$ cat config.mk
export PLATFORM = sky130hd
export DESIGN_NAME = instr_fetch
export DESIGN_NICKNAME = d
export VERILOG_FILES = /design/src/rtl/instr_fetch.sv
export SDC_FILE = /design/constraint.sdc
export NUM_CORES = 1
export LEC_CHECK = 0
export ABC_CLOCK_PERIOD_IN_PS = 2400
export CAP_MARGIN = 20
export CELL_PAD_IN_SITES_DETAIL_PLACEMENT = 0
export CELL_PAD_IN_SITES_GLOBAL_PLACEMENT = 1
export CORE_UTILIZATION = 30
export CTS_BUF_LIST = sky130_fd_sc_hd__clkbuf_4
export DETAILED_ROUTE_END_ITERATION = 10
export PLACE_DENSITY_LB_ADDON = 0.1
export SLEW_MARGIN = 20
export SYNTH_ARGS = -nofsm -noshare
export SYNTH_HDL_FRONTEND = slang
export SYNTH_SLANG_ARGS = --single-unit
$ cat constraint.sdc
create_clock -name clk -period 2.4 [get_ports clk]
set_input_delay 0.36 -clock clk [delete_from_list [all_inputs] [get_ports clk]]
set_output_delay 0.36 -clock clk [all_outputs]
set_load 0.01 [all_outputs]
$ cat src/rtl/instr_fetch.sv
// Instruction fetch stage.
// Sits directly after the PC register. It reads the current PC, issues one
// instruction-memory read per PC, and advances the PC register through
// pc_load_en/pc_next. Branch and jump redirects from execute are applied here.
// The fetched word is handed to decode through a one-entry valid/ready buffer.
// Only one memory request is ever outstanding. A redirect that arrives while a
// read is in flight marks that read as stale (the kill flag). When the stale
// response comes back, it is dropped.

module instr_fetch #(
  parameter int ADDR_WIDTH  = 24,
  parameter int INSTR_WIDTH = 32
) (
  input  logic                   clk,
  input  logic                   reset,

  // PC register interface
  input  logic [ADDR_WIDTH-1:0]  pc,
  input  logic [ADDR_WIDTH-1:0]  pc_plus_4,
  output logic                   pc_load_en,
  output logic [ADDR_WIDTH-1:0]  pc_next,

  // Instruction memory request channel
  output logic                   imem_req_valid,
  input  logic                   imem_req_ready,
  output logic [ADDR_WIDTH-1:0]  imem_req_addr,

  // Instruction memory response (single-cycle pulse)
  input  logic                   imem_rsp_valid,
  input  logic [INSTR_WIDTH-1:0] imem_rsp_data,

  // Redirect from execute
  input  logic                   redirect_valid,
  input  logic [ADDR_WIDTH-1:0]  redirect_addr,

  // Decode interface
  output logic                   if_valid,
  input  logic                   if_ready,
  output logic [INSTR_WIDTH-1:0] if_instr,
  output logic [ADDR_WIDTH-1:0]  if_pc,
  output logic [ADDR_WIDTH-1:0]  if_pc_plus_4
);

  typedef enum logic [1:0] {
    S_REQ  = 2'd0,  // issue a read for the current PC
    S_WAIT = 2'd1,  // read accepted, waiting for the response pulse
    S_OUT  = 2'd2   // instruction buffered, waiting for decode
  } state_t;

  state_t                  state;
  state_t                  state_next;
  logic                    kill;
  logic                    kill_next;

  // PC and PC+4 of the read that is in flight
  logic [ADDR_WIDTH-1:0]   pend_pc;
  logic [ADDR_WIDTH-1:0]   pend_pc_plus_4;

  // One-cycle control strobes produced by the next-state logic
  logic                    req_fire;
  logic                    out_load;
  logic                    out_clear;

  // Redirect targets are forced to word alignment
  logic [ADDR_WIDTH-1:0]   redirect_target;

  assign redirect_target = {redirect_addr[ADDR_WIDTH-1:2], 2'b00};

  // The read address is always the current PC. It only has meaning while
  // imem_req_valid is high.
  assign imem_req_addr = pc;

  // Next-state logic plus the combinational request and PC-load outputs
  always_comb begin
    // NOTE: every signal written in this block gets a default first. That way
    // no path through the case statement leaves one unassigned and infers a latch.
    state_next     = state;
    kill_next      = kill;
    req_fire       = 1'b0;
    out_load       = 1'b0;
    out_clear      = 1'b0;
    imem_req_valid = 1'b0;
    pc_load_en     = 1'b0;
    pc_next        = pc_plus_4;

    unique case (state)
      S_REQ: begin
        // A redirect in this cycle means pc is about to change, so hold off
        // the read until the new PC is in place.
        imem_req_valid = !redirect_valid;
        req_fire       = !redirect_valid && imem_req_ready;
        if (req_fire) begin
          pc_load_en = 1'b1;
          state_next = S_WAIT;
        end
      end

      S_WAIT: begin
        if (imem_rsp_valid) begin
          if (!kill && !redirect_valid) begin
            out_load   = 1'b1;
            state_next = S_OUT;
          end else begin
            // Stale response: drop it and start fetching from the new PC
            kill_next  = 1'b0;
            state_next = S_REQ;
          end
        end else if (redirect_valid) begin
          // The read still in flight belongs to the old path
          kill_next = 1'b1;
        end
      end

      S_OUT: begin
        // A redirect drops the buffered instruction even if decode is taking
        // it in this same cycle.
        if (redirect_valid || if_ready) begin
          out_clear  = 1'b1;
          state_next = S_REQ;
        end
      end

      default: begin
        state_next = S_REQ;
        kill_next  = 1'b0;
      end
    endcase

    // A redirect wins over the sequential PC+4 advance in every state
    if (redirect_valid) begin
      pc_load_en = 1'b1;
      pc_next    = redirect_target;
    end

    // While reset is held, nothing may touch memory or the PC register
    if (!reset) begin
      imem_req_valid = 1'b0;
      pc_load_en     = 1'b0;
    end
  end

  // State register and kill flag
  always_ff @(posedge clk or negedge reset) begin
    // NOTE: sequential state uses non-blocking assignments only. Every register
    // then updates from values sampled before the edge, whatever order the
    // blocks run in.
    if (!reset) begin
      state <= S_REQ;
      kill  <= 1'b0;
    end else begin
      state <= state_next;
      kill  <= kill_next;
    end
  end

  // Remember which PC the outstanding read belongs to
  always_ff @(posedge clk) begin
    // NOTE: these are pure datapath registers with no reset. They are written
    // on every accepted request before anything reads them.
    if (req_fire) begin
      pend_pc        <= pc;
      pend_pc_plus_4 <= pc_plus_4;
    end
  end

  // Registered decode-side buffer: fill on a good response, hold while
  // stalled, empty on accept or redirect
  always_ff @(posedge clk or negedge reset) begin
    if (!reset) begin
      if_valid     <= 1'b0;
      if_instr     <= '0;
      if_pc        <= '0;
      if_pc_plus_4 <= '0;
    end else if (out_load) begin
      if_valid     <= 1'b1;
      if_instr     <= imem_rsp_data;
      if_pc        <= pend_pc;
      if_pc_plus_4 <= pend_pc_plus_4;
    end else if (out_clear) begin
      if_valid     <= 1'b0;
    end
  end

  // The buffer is full exactly when the FSM is in S_OUT
  assert property (@(posedge clk) disable iff (!reset)
    if_valid == (state == S_OUT));

  // A read is only ever marked stale while it is in flight
  assert property (@(posedge clk) disable iff (!reset)
    kill |-> (state == S_WAIT));

  // Without a redirect, the PC only advances when a request is accepted
  assert property (@(posedge clk) disable iff (!reset)
    (pc_load_en && !redirect_valid) |-> req_fire);

  // Redirected PCs are always word aligned
  assert property (@(posedge clk) disable iff (!reset)
    redirect_valid |-> (pc_load_en && pc_next[1:0] == 2'b00));

endmodule

==> summary.md, run 1 <==
| Metric | Value |
|---|---|
| Worst slew margin | `57.86%` |
| Post-layout min period | `2254 ps` |
| Initial core utilization | `a little under a third` |
| Endpoint class of the critical path | `output pin` |
| Unrepaired setup endpoints after global routing | `false` |
| Routed Antenna Nets | `0` |
| Crit path largest cell delay | `about 560 ps` |
| Setup TNS after final layout | `0 ps` |
| DRC violation count after routing | `0` |
| Via/cell ratio | `4.246` |
| Crit Reg-Reg Endpoint | `if_instr[19]` |
| Clock slew at the register clock pins of the worst setup and hold paths | `~110 ps` |
| Number of global-route vias before repair | `3413` |
| Met2 track demand over resource in global routing | `23.47%` |
| Cell area after technology mapping | `5132 um2` |
| Status | `finished, final reports clean` |
| Post-route clock skew | `between 10 and 15 ps` |
| DPL Wire Length | `8.652 mm` |
| Layout cell share with drive strength beyond 1 | `a little over a quarter` |
| Setup Viol. Count Final | `0` |
| Port Buffer Count | `238` |
| Overall track demand over capacity in global routing | `14.12%` |
| Kind of cell with the highest combined delay on the critical path | `buffers and inverters` |
| Finished layout cell area | `7971 um2` |
| CTS root buffer | `sky130_fd_sc_hd__clkbuf_4` |
| Average wire per cell in the routed design | `15.55 um` |
| Arrival time of data at the critical path endpoint | `1890 ps` |
| Sinks on the clock net | `132` |
| YS warnings | `0` |
| Startpoint type of the worst setup path | `flip-flop` |
| Die boundary height | `132.8 um` |
| Required time at the worst-slack endpoint | `2040 ps` |
| Global routing's busiest layer | `met2` |
| Achievable frequency | `443.6 MHz` |
| Total of fill cells in the finished design | `1479` |
| Library cells used by synthesis | `20` |
| Crit Path Max Fanout | `7` |
| Total nets after synthesis | `approximately 400` |
| Maximum number of buffers from clock root to sink | `2` |
| Post-synth EDFFs | `48` |
| Maximum resistive drop on vdd | `about 0.39 mV` |
| Slew at the pin closest to its max-slew limit | `632.1 ps` |
| Post-synth top area cell | `sky130_fd_sc_hd__dfrtp_1` |
| Number of antenna violations at the first check in global routing | `1` |
| Cell area after placement | `7634 um2` |
| Logic depth of the worst setup path including buffers | `3` |
| Overall overflow remaining after global route | `0` |
| Share of async-settable or async-resettable flops after synthesis | `63.64%` |
| Top post-synthesis cells by area | `sky130_fd_sc_hd__dfrtp_1 41%, sky130_fd_sc_hd__edfxtp_1 28%, sky130_fd_sc_hd__mux2_2 21%, sky130_fd_sc_hd__buf_4 3.7%, sky130_fd_sc_hd__buf_6 1.8%` |
| Area taken by multi-input logic gates | `1308 um2` |
| Number of storage elements in the synthesis netlist | `132` |
| Commonest cells after routing, fill and taps aside | `235 x sky130_fd_sc_hd__clkdlybuf4s50_1, 94 x sky130_fd_sc_hd__mux2_2, 83 x sky130_fd_sc_hd__dfrtp_1` |
| Seq/Total Area, Yosys | `69.04%` |
| Crit Reg-Reg Startpoint | `state[1]` |
| Startpoint of the most critical setup path | `state[0]` |
| Final-report max-slew violation count | `0` |
| Yosys top cell area share | `approximately two fifths` |
| Pin count of the biggest net entering global routing | `48` |
| Mean post-synth cell area | `17.76 um2` |
| Register cell area after layout | `between 3000 and 4000 um2` |
| Total power density per cell area | `between 1000 and 1500 nW/um2` |
| Number of design-rule violations left by the first detailed-router iteration | `91` |
| Hold violation total from the final report | `0` |
| # nets final | `632` |
| DRT Wirelength | `11.76 mm` |
| Predominant post-synthesis flop cell | `sky130_fd_sc_hd__dfrtp_1` |
| Pre-antenna DRT Iters | `4` |
| Critical path class | `flip-flop to output pin` |
| Worst setup path endpoint | `imem_req_valid` |
| First-pass GRT wire length | `around 19 mm` |
| Met1 layer usage reported by global route | `15.74%` |
| Post-synthesis cell count | `around 290` |
| Cells on worst reg2reg path | `4` |
| Path type of the worst min-delay path | `input port to asynchronous set/reset pin` |
| Horiz. Die Dim | `132.8 um` |
| GR Layer Usage met3 | `5.594%` |
| TritonCTS clock tree | `yes` |
| Commonest non-fill, non-tap cell in the layout | `sky130_fd_sc_hd__clkdlybuf4s50_1` |
| Static power due to leakage | `3.077 nW` |
| Synthesis-to-layout area growth | `55.31%` |
| Number of H-tree branching levels | `4` |
| Register-to-register path setup slack | `590 ps` |
| Source-to-sink clock delay at the later pin of the worst-skew pair | `~520 ps` |
| Cells along the critical path | `nor3_2, and2_1, clkdlybuf4s50_1` |
| Via count | `3210` |
| Ratio of final minimum period to clock period | `93.93%` |
| Area of the die | `17630 um2` |
| Ports | `~240` |
| GP Congestion | `0.6816` |
| Number of placement rows | `47` |
| Slowest cell on crit path | `sky130_fd_sc_hd__clkdlybuf4s50_1` |
| Standard cell core area | `16640 um2` |
| Max-cap violation count | `0` |
| TritonCTS buffer count | `17` |
| Critical path buffers and inverters | `1` |
## where the power goes
| group | internal [mW] | switching (mW) |
|---|---|---|
| Combinational | 1.93 | 1.04 |
| Clock | 0.814 | 0.814 |
| Sequential | 3.08 | 0.352 |
| Total | 5.82 | 2.20 |
## cells in the mapped netlist, types with 2 or more instances
master	count
sky130_fd_sc_hd__edfxtp_1	48
sky130_fd_sc_hd__and2_1	2
sky130_fd_sc_hd__mux2_1	8
sky130_fd_sc_hd__buf_2	2
sky130_fd_sc_hd__buf_6	8
sky130_fd_sc_hd__nor2b_1	4
sky130_fd_sc_hd__buf_4	25
sky130_fd_sc_hd__mux2_2	94
sky130_fd_sc_hd__nor2_1	2
sky130_fd_sc_hd__dfrtp_1	84
sky130_fd_sc_hd__a21oi_1	3
## through the flow
| step | hold slack [ps] | utilization (%) | power, mW | setup WS [ps] | std cells |
|---|---|---|---|---|---|
| after floorplan | 64.41 | - | 4.574 | 158.6 | 289 |
| after global placement | 196.8 | 45.87 | 6.457 | 257.2 | 722 |
| after detailed placement | 197.2 | 45.87 | 6.510 | 209.7 | 722 |
| final | 258.8 | 47.90 | 8.027 | 145.7 | 756 |
| after global routing | 212.0 | 47.90 | 8.489 | 41.59 | 756 |
| after CTS | 221.0 | 47.84 | 8.187 | 27.21 | 755 |
## layer usage
metal  wire [um]  share of wire (%)  vias to the layer above
met3         897                7.6                       15
li1            -                  -                     1494
met1        4734                 40                     1565
met2        5879                 50                      136
met5           0                  0                        -
met4         247                2.1                        0
## what timing repair did
item,in CTS,in global routing
endpoints found under the setup margin,1,2
setup buffers,0,0
hold endpoints to repair,7,0
hold buffers,1,0
gates resized for setup,1,2
## cell type report
class	count	share of cell area (%)
Tap cell	220	3.453
Clock buffer	17	1.601
Clock inverter	15	2.370
Multi-Input combinational cell	122	16.40
Antenna cell	1	0.03139
Timing Repair Buffer	249	31.67
Sequential cell	132	44.47
## worst register-to-register path: cells and delay by family, from the launching register on
family | cells | cell delay, ps
AND/OR/NAND/NOR | 2 | 600
flip-flops | 1 | 460
multiplexers | 1 | 360
buffers and inverters | 1 | 290
## logic make-up after synthesis
kind of cell    count (synthesis)  share of synthesized area [%]
compound gates                  6                         0.6825
buf+inv                        35                          5.607
flops                         132                          69.04
mux                           102                          22.38
simple gates                   14                          2.292
## state kept, by name, summed over array words and instances, names as in the netlist
signal          count
if_instr           32
if_pc              24
if_pc_plus_4       24
if_valid            1
kill                1
pend_pc            24
pend_pc_plus_4     24
state               2
## worst min path at each step
| stage | to | depth (start not counted) |
|---|---|---|
| 6_report | if_valid | 2 |
| 5_1_grt | if_pc_plus_4[16] | 2 |
| 4_1_cts | if_instr[30] | 2 |
| 3_5_place_dp | if_valid | 1 |
| 3_3_place_gp | if_valid | 1 |
| 2_1_floorplan | if_instr[0] | 0 |
Note: power is estimated with default switching activity, not from simulation.
==> inputs of run 2 (changes only) <==
Settings changed: CORE_MARGIN set to 10, PLACE_DENSITY set to 0.81, PLACE_DENSITY_LB_ADDON 0.1 to not set.
==> run 2 against run 1 <==
  * Sequential share of layout area up 0.29 points
  * Routed wire length up 19%
  * Fmax up 11%
  * Critical path type unchanged
  * Highest routed layer unchanged
==> summary.md, run 2 (synthesized netlist as in run 1, its figures left out) <==
| Metric | Value |
|---|---|
| Register-to-register path setup slack | `approximately 700 ps` |
| Die boundary height | `~150 um` |
| Hold violation total from the final report | `0` |
| Sequential group share of total power | `42.3%` |
| Overall overflow remaining after global route | `0` |
| Number of H-tree branching levels | `4` |
| GP Congestion | `approximately 0.72` |
| Achievable frequency | `492.3 MHz` |
| Status | `finished, final reports clean` |
| Register name with the most flops | `if_instr` |
| Internal Dissipation | `5.880 mW` |
| Pre-antenna DRT Iters | `4` |
| Commonest cells after routing, fill and taps aside | `234 x sky130_fd_sc_hd__clkdlybuf4s50_1, 94 x sky130_fd_sc_hd__mux2_2, 83 x sky130_fd_sc_hd__dfrtp_1` |
| Critical path class | `flip-flop to output pin` |
| Setup TNS after final layout | `0 ps` |
| Total power density per cell area | `around 1000 nW/um2` |
| Required time at the worst-slack endpoint | `2040 ps` |
| Final antenna diode count | `0` |
| Endpoint class of the critical path | `output pin` |
| Setup Viol. Count Final | `0` |
| DRT Wirelength | `13.95 mm` |
| TritonCTS clock tree | `yes` |
| DRC violation count after routing | `0` |
| Count of buffers added by post-CTS timing repair for setup | `0` |
| Part of the total power dissipated in combinational logic | `approximately 37%` |
| Number of antenna violations at the first check in global routing | `0` |
| Post-layout min period | `a little over 2000 ps` |
| Final-report max-slew violation count | `0` |
| Via count | `3238` |
| DPL Wire Length | `about 11 mm` |
| Max-cap violation count | `0` |
| Ratio of final minimum period to clock period | `a little over four fifths` |
| TritonCTS buffer count | `17` |
| Source-to-sink clock delay at the later pin of the worst-skew pair | `around 520 ps` |
| # nets final | `629` |
| Startpoint type of the worst setup path | `flip-flop` |
| Proportion of power drawn by the clock network | `around 21%` |
| Worst slew margin | `52.25%` |
| Average wire per cell in the routed design | `18.55 um` |
| First-pass GRT wire length | `20.89 mm` |
| Commonest non-fill, non-tap cell in the layout | `sky130_fd_sc_hd__clkdlybuf4s50_1` |
| Crit Reg-Reg Startpoint | `state[1]` |
| Static power due to leakage | `3.080 nW` |
| Crit Path Max Fanout | `7` |
| Unrepaired setup endpoints after global routing | `false` |
| Post-route clock skew | `12.07 ps` |
| Switching Fraction | `27.60%` |
| Overall track demand over capacity in global routing | `12.22%` |
| Crit Reg-Reg Endpoint | `if_pc_plus_4[6]` |
| Post-placement cell count | `719` |
| Layout cell share with drive strength beyond 1 | `26.32%` |
| Maximum number of buffers from clock root to sink | `2` |
| Clock slew at the register clock pins of the worst setup and hold paths | `110 ps` |
| CTS root buffer | `sky130_fd_sc_hd__clkbuf_4` |
| Number of placement rows | `47` |
| Ports | `~240` |
| Cells on worst reg2reg path | `4` |
| Via/cell ratio | `about 4.3` |
| Pin count of the biggest net entering global routing | `54` |
| Net load switching power | `~2.2 mW` |
| Synthesis-to-layout area growth | `54.32%` |
| Worst setup path endpoint | `imem_req_valid` |
| Number of design-rule violations left by the first detailed-router iteration | `132` |
| Number of standard cells in the layout, taps in and fillers out | `752` |
| Startpoint of the most critical setup path | `state[0]` |
| Routed Antenna Nets | `0` |
| Initial core utilization | `between 30 and 40%` |
| Maximum resistive drop on vdd | `between 0.4 and 0.5 mV` |
| Arrival time of data at the critical path endpoint | `1670 ps` |
| Standard cell core area | `16700 um2` |
| Flip-flop count of the largest register after layout | `32` |
| Area of the die | `22740 um2` |
| Sinks on the clock net | `132` |
| Number of global-route vias before repair | `3596` |
| Port Buffer Count | `238` |
| Path type of the worst min-delay path | `input port to flip-flop` |
| Horiz. Die Dim | `150.8 um` |
| Slew at the pin closest to its max-slew limit | `between 700 and 800 ps` |
run 2: cell types whose count changed in the layout (fill, tap and decap cells not counted), moves of 2 or more:
cell | previous run | this run
sky130_fd_sc_hd__buf_12 | 5 | 3
sky130_fd_sc_hd__clkinvlp_4 | 4 | 1
sky130_fd_sc_hd__clkbuf_4 | 17 | 22
sky130_fd_sc_hd__clkinv_2 | 2 | 4
sky130_fd_sc_hd__clkinv_1 | 3 | 0
run 2: area by class of cell:
class	count	area, um2
fill	1476	8781
tap	220	275.3
clock buffer	22	165.2
timing repair buffer	246	2476
clock inverter	10	156.4
sequential	132	3545
multi-input combinational	122	1303
run 2: metrics by stage:
step	total power [mW]	area (um2)	setup slack (ps)	utilization [%]	hold WS, ps
4_1_cts	8.301	7918	55.61	47.41	263.6
3_3_place_gp	6.492	7586	380.9	45.42	443.1
6_report	8.121	7920	368.9	47.42	320.7
5_1_grt	8.608	7920	197.1	47.42	288.0
2_1_floorplan	4.574	5132	158.6	-	64.41
3_5_place_dp	6.586	7586	350.2	45.42	455.2
run 2: what timing repair did:
item,CTS,global route
resized for setup,2,1
hold endpoints to repair,84,0
setup endpoints to repair,1,1
hold buffers,1,0
run 2: worst min path at each step:
stage | cells after the start | slack [ps] | startpoint | endpoint
finish | 3 | 320 | redirect_valid | state[1]
CTS | 3 | 260 | redirect_valid | state[1]
global placement | 1 | 440 | pend_pc_plus_4[1] | if_pc_plus_4[1]
detailed placement | 1 | 460 | pend_pc_plus_4[3] | if_pc_plus_4[3]
floorplan | 0 | 60 | reset | if_instr[0]
global route | 3 | 290 | redirect_valid | state[1]
run 2: power groups by stage:
stage	registers (mW)	clock network, mW	logic (mW)
final	3.44	1.67	3.01
after global routing	3.54	1.85	3.22
after CTS	3.46	1.75	3.09
after detailed placement	3.50	0	3.08
after global placement	3.45	0	3.04
after floorplan	3.80	0	0.774
run 2: per-layer routing:
metal | GRT usage (%) | up-vias | wire [um]
met1 | 13.25 | 1579 | 5378
met3 | 6.474 | 15 | 1532
met2 | 19.69 | 156 | 6793
met4 | 5.053 | 0 | 244
li1 | - | 1488 | -
met5 | 0 | - | 0
run 2: worst max-delay path, cell delays in order, from the launching register on:
cell and delay (ps):
sky130_fd_sc_hd__dfrtp_2 480, sky130_fd_sc_hd__nor3_1 220, sky130_fd_sc_hd__and2_1 150, sky130_fd_sc_hd__dlygate4sd2_1 300
==> inputs of run 3 (changes only) <==
Settings changed: ABC_CLOCK_PERIOD_IN_PS 2400 to 1900, CORE_UTILIZATION 30 to 34, PLACE_DENSITY 0.81 to 0.86.
Clock period 2.4 ns to 1.9 ns, I/O delays scaled along.
==> run 3 against run 2 <==
  * Global-route usage up 1.7 points
  * First-iteration DRC count fell by 42%
  * Largest cell class unchanged
  * Utilization up 7.5 points
  * Register-to-register slack worse by 440 ps
  * Clock-buffer cell count fell by 5
  * Sequential power up 26%
  * Critical endpoint is now pc_next[0]
  * Sequential share of layout area fell by 0.66 points
  * Via count grew 2.3%
  * Flip-flop and latch count is the same
  * Largest power group unchanged
  * Non-clock buffer count is 12 higher
==> summary.md, run 3 (synthesized netlist as in run 1, its figures left out) <==
| Metric | Value |
|---|---|
| Number of design-rule violations left by the first detailed-router iteration | `76` |
| Slowest cell on crit path | `sky130_fd_sc_hd__clkdlybuf4s50_1` |
| Critical path class | `input port to output pin` |
| Post-placement setup slack | `-256.5 ps` |
| Setup Viol. Count Final | `0` |
| CTS root buffer | `sky130_fd_sc_hd__clkbuf_4` |
| Initial core utilization | `35.05%` |
| Static power due to leakage | `~3.2 nW` |
| Hold violation total from the final report | `0` |
| First-pass GRT wire length | `21.59 mm` |
| DRT Wirelength | `about 14 mm` |
| Post-placement cell count | `between 600 and 700` |
| Standard cell core area | `around 15000 um2` |
| Ratio of final minimum period to clock period | `between 90% and 100%` |
| Source-to-sink clock delay at the later pin of the worst-skew pair | `530 ps` |
| Sinks on the clock net | `132` |
| Most frequent cell on the critical path | `sky130_fd_sc_hd__clkdlybuf4s50_1` |
| Number of H-tree branching levels | `4` |
| Kind of cell with the highest combined delay on the critical path | `buffers and inverters` |
| Post-route clock skew | `14.04 ps` |
| Path type of the worst min-delay path | `input port to flip-flop` |
| DPL Wire Length | `10.83 mm` |
| Commonest cells after routing, fill and taps aside | `221 x sky130_fd_sc_hd__clkdlybuf4s50_1, 94 x sky130_fd_sc_hd__mux2_2, 82 x sky130_fd_sc_hd__dfrtp_1` |
| Commonest non-fill, non-tap cell in the layout | `sky130_fd_sc_hd__clkdlybuf4s50_1` |
| Crit Reg-Reg Startpoint | `state[1]` |
| Horiz. Die Dim | `142.9 um` |
| Crit Path Max Fanout | `2` |
| Source of the worst hold timing path | `pc_plus_4[1]` |
| Register-to-register path setup slack | `260 ps` |
| Layout cell share with drive strength beyond 1 | `28.31%` |
| Cells along the critical path | `clkdlybuf4s50_1, nor2b_1, clkdlybuf4s50_1` |
| Cells on worst reg2reg path | `4` |
| Area of the die | `20410 um2` |
| Final-report max-slew violation count | `0` |
| Number of antenna violations at the first check in global routing | `0` |
| Average wire per cell in the routed design | `~19 um` |
| Post-layout worst setup margin | `83.15 ps` |
| Register name with the most flops | `if_instr` |
| Overall overflow remaining after global route | `0` |
| Synthesis-to-layout area growth | `56.68%` |
| TritonCTS clock tree | `yes` |
| Endpoint class of the critical path | `output pin` |
| Number of global-route vias before repair | `3811` |
| Routed Antenna Nets | `0` |
| Maximum resistive drop on vdd | `0.5898 mV` |
| Crit Reg-Reg Endpoint | `if_pc[2]` |
| GP Congestion | `between 0.7 and 0.8` |
| Ports | `241` |
| Achievable frequency | `550.4 MHz` |
| Pre-antenna DRT Iters | `4` |
| Required time at the worst-slack endpoint | `1620 ps` |
| TritonCTS buffer count | `17` |
| Crit path largest cell delay | `just under 600 ps` |
| DRC violation count after routing | `0` |
| Die boundary height | `roughly 140 um` |
| Unrepaired setup endpoints after global routing | `false` |
| Maximum number of buffers from clock root to sink | `2` |
| Via count | `3311` |
| Arrival time of data at the critical path endpoint | `1530 ps` |
| Pin count of the biggest net entering global routing | `between 40 and 50` |
| Hold Path Depth | `1` |
| Number of placement rows | `44` |
| Total power density per cell area | `1293 nW/um2` |
| Clock slew at the register clock pins of the worst setup and hold paths | `120 ps` |
| Slew at the pin closest to its max-slew limit | `598.1 ps` |
| Number of standard cells in the layout, taps in and fillers out | `approximately 730` |
| Max-cap violation count | `0` |
| Startpoint type of the worst setup path | `input port` |
| Critical path buffers and inverters | `2` |
| Status | `finished, final reports clean` |
| Post-layout util | `between 50% and 60%` |
| Post-layout min period | `1817 ps` |
| Flip-flop count of the largest register after layout | `32` |
| Worst slew margin | `between 60 and 70%` |
| Overall track demand over capacity in global routing | `13.93%` |
| Via/cell ratio | `4.548` |
| Worst hold endpoint | `pend_pc_plus_4[1]` |
| Final antenna diode count | `0` |
| Port Buffer Count | `238` |
| # nets final | `between 600 and 700` |
## run 3: cell types whose count changed in the layout (fill, tap and decap cells not counted), sizes merged, moves of 3 or more
cell / previous run / this run
dlygate4sd2: 1 / 7
buf: 9 / 23
clkinvlp: 1 / 4
dlymetal6s2s: 1 / 6
clkbuf: 22 / 17
clkdlybuf4s50: 234 / 221
## run 3: per-stage QoR
step           total power, mW  instance area, um2  TNS (ps)  hold WS, ps
4_1_cts                  10.60                8020    -3.755        261.4
2_1_floorplan            5.776                5134         0       -10.59
5_1_grt                  11.00                8041         0        243.0
3_5_place_dp             8.366                7629    -13650        342.0
6_report                 10.40                8041         0        320.9
3_3_place_gp             8.217                7629    -10230        345.9
## run 3: worst max path at each step
| stage | start | endpoint | slack, ps | cells after the start |
|---|---|---|---|---|
| floorplan | state[0] | pend_pc[0] | 180 | 2 |
| global placement | redirect_valid | imem_req_valid | -240 | 5 |
| detailed placement | redirect_valid | imem_req_valid | -260 | 5 |
| CTS | state[1] | pc_load_en | -4 | 4 |
| global route | if_pc_plus_4[0] | if_pc_plus_4[0] | 2 | 1 |
| finish | pc_plus_4[0] | pc_next[0] | 80 | 3 |
## run 3: cell type report
| type | instances | area (um2) |
|---|---|---|
| timing repair buffer | 258 | 2619 |
| sequential | 132 | 3546 |
| multi-input combinational | 122 | 1308 |
| clock buffer | 17 | 127.6 |
| tap | 184 | 230.2 |
| clock inverter | 15 | 211.5 |
| fill | 1195 | 6603 |
## run 3: power by group
group | switching (mW) | leakage [nW] | internal [mW]
clock | 1.03 | 0.169 | 1.16
sequential | 0.464 | 1.45 | 3.89
combinational | 1.40 | 1.58 | 2.45
total | 2.89 | 3.20 | 7.50
## run 3: metal layers
metal  global-route usage (%)  share of wire, %  vias to the layer above
met2                    24.34                53                      142
met1                    14.07                36                     1637
li1                         -                 -                     1513
met3                    6.965               9.8                       19
met4                    5.049               1.4                        0
met5                        0                 0                        -
## run 3: what timing repair did
item                                   CTS  global route
hold buffers                             1             0
setup endpoints to repair               26            16
gates cloned                             1             0
resized for setup                       20            10
setup buffers                            2             3
pin swaps                                0             1
endpoints found under the hold margin   84             0
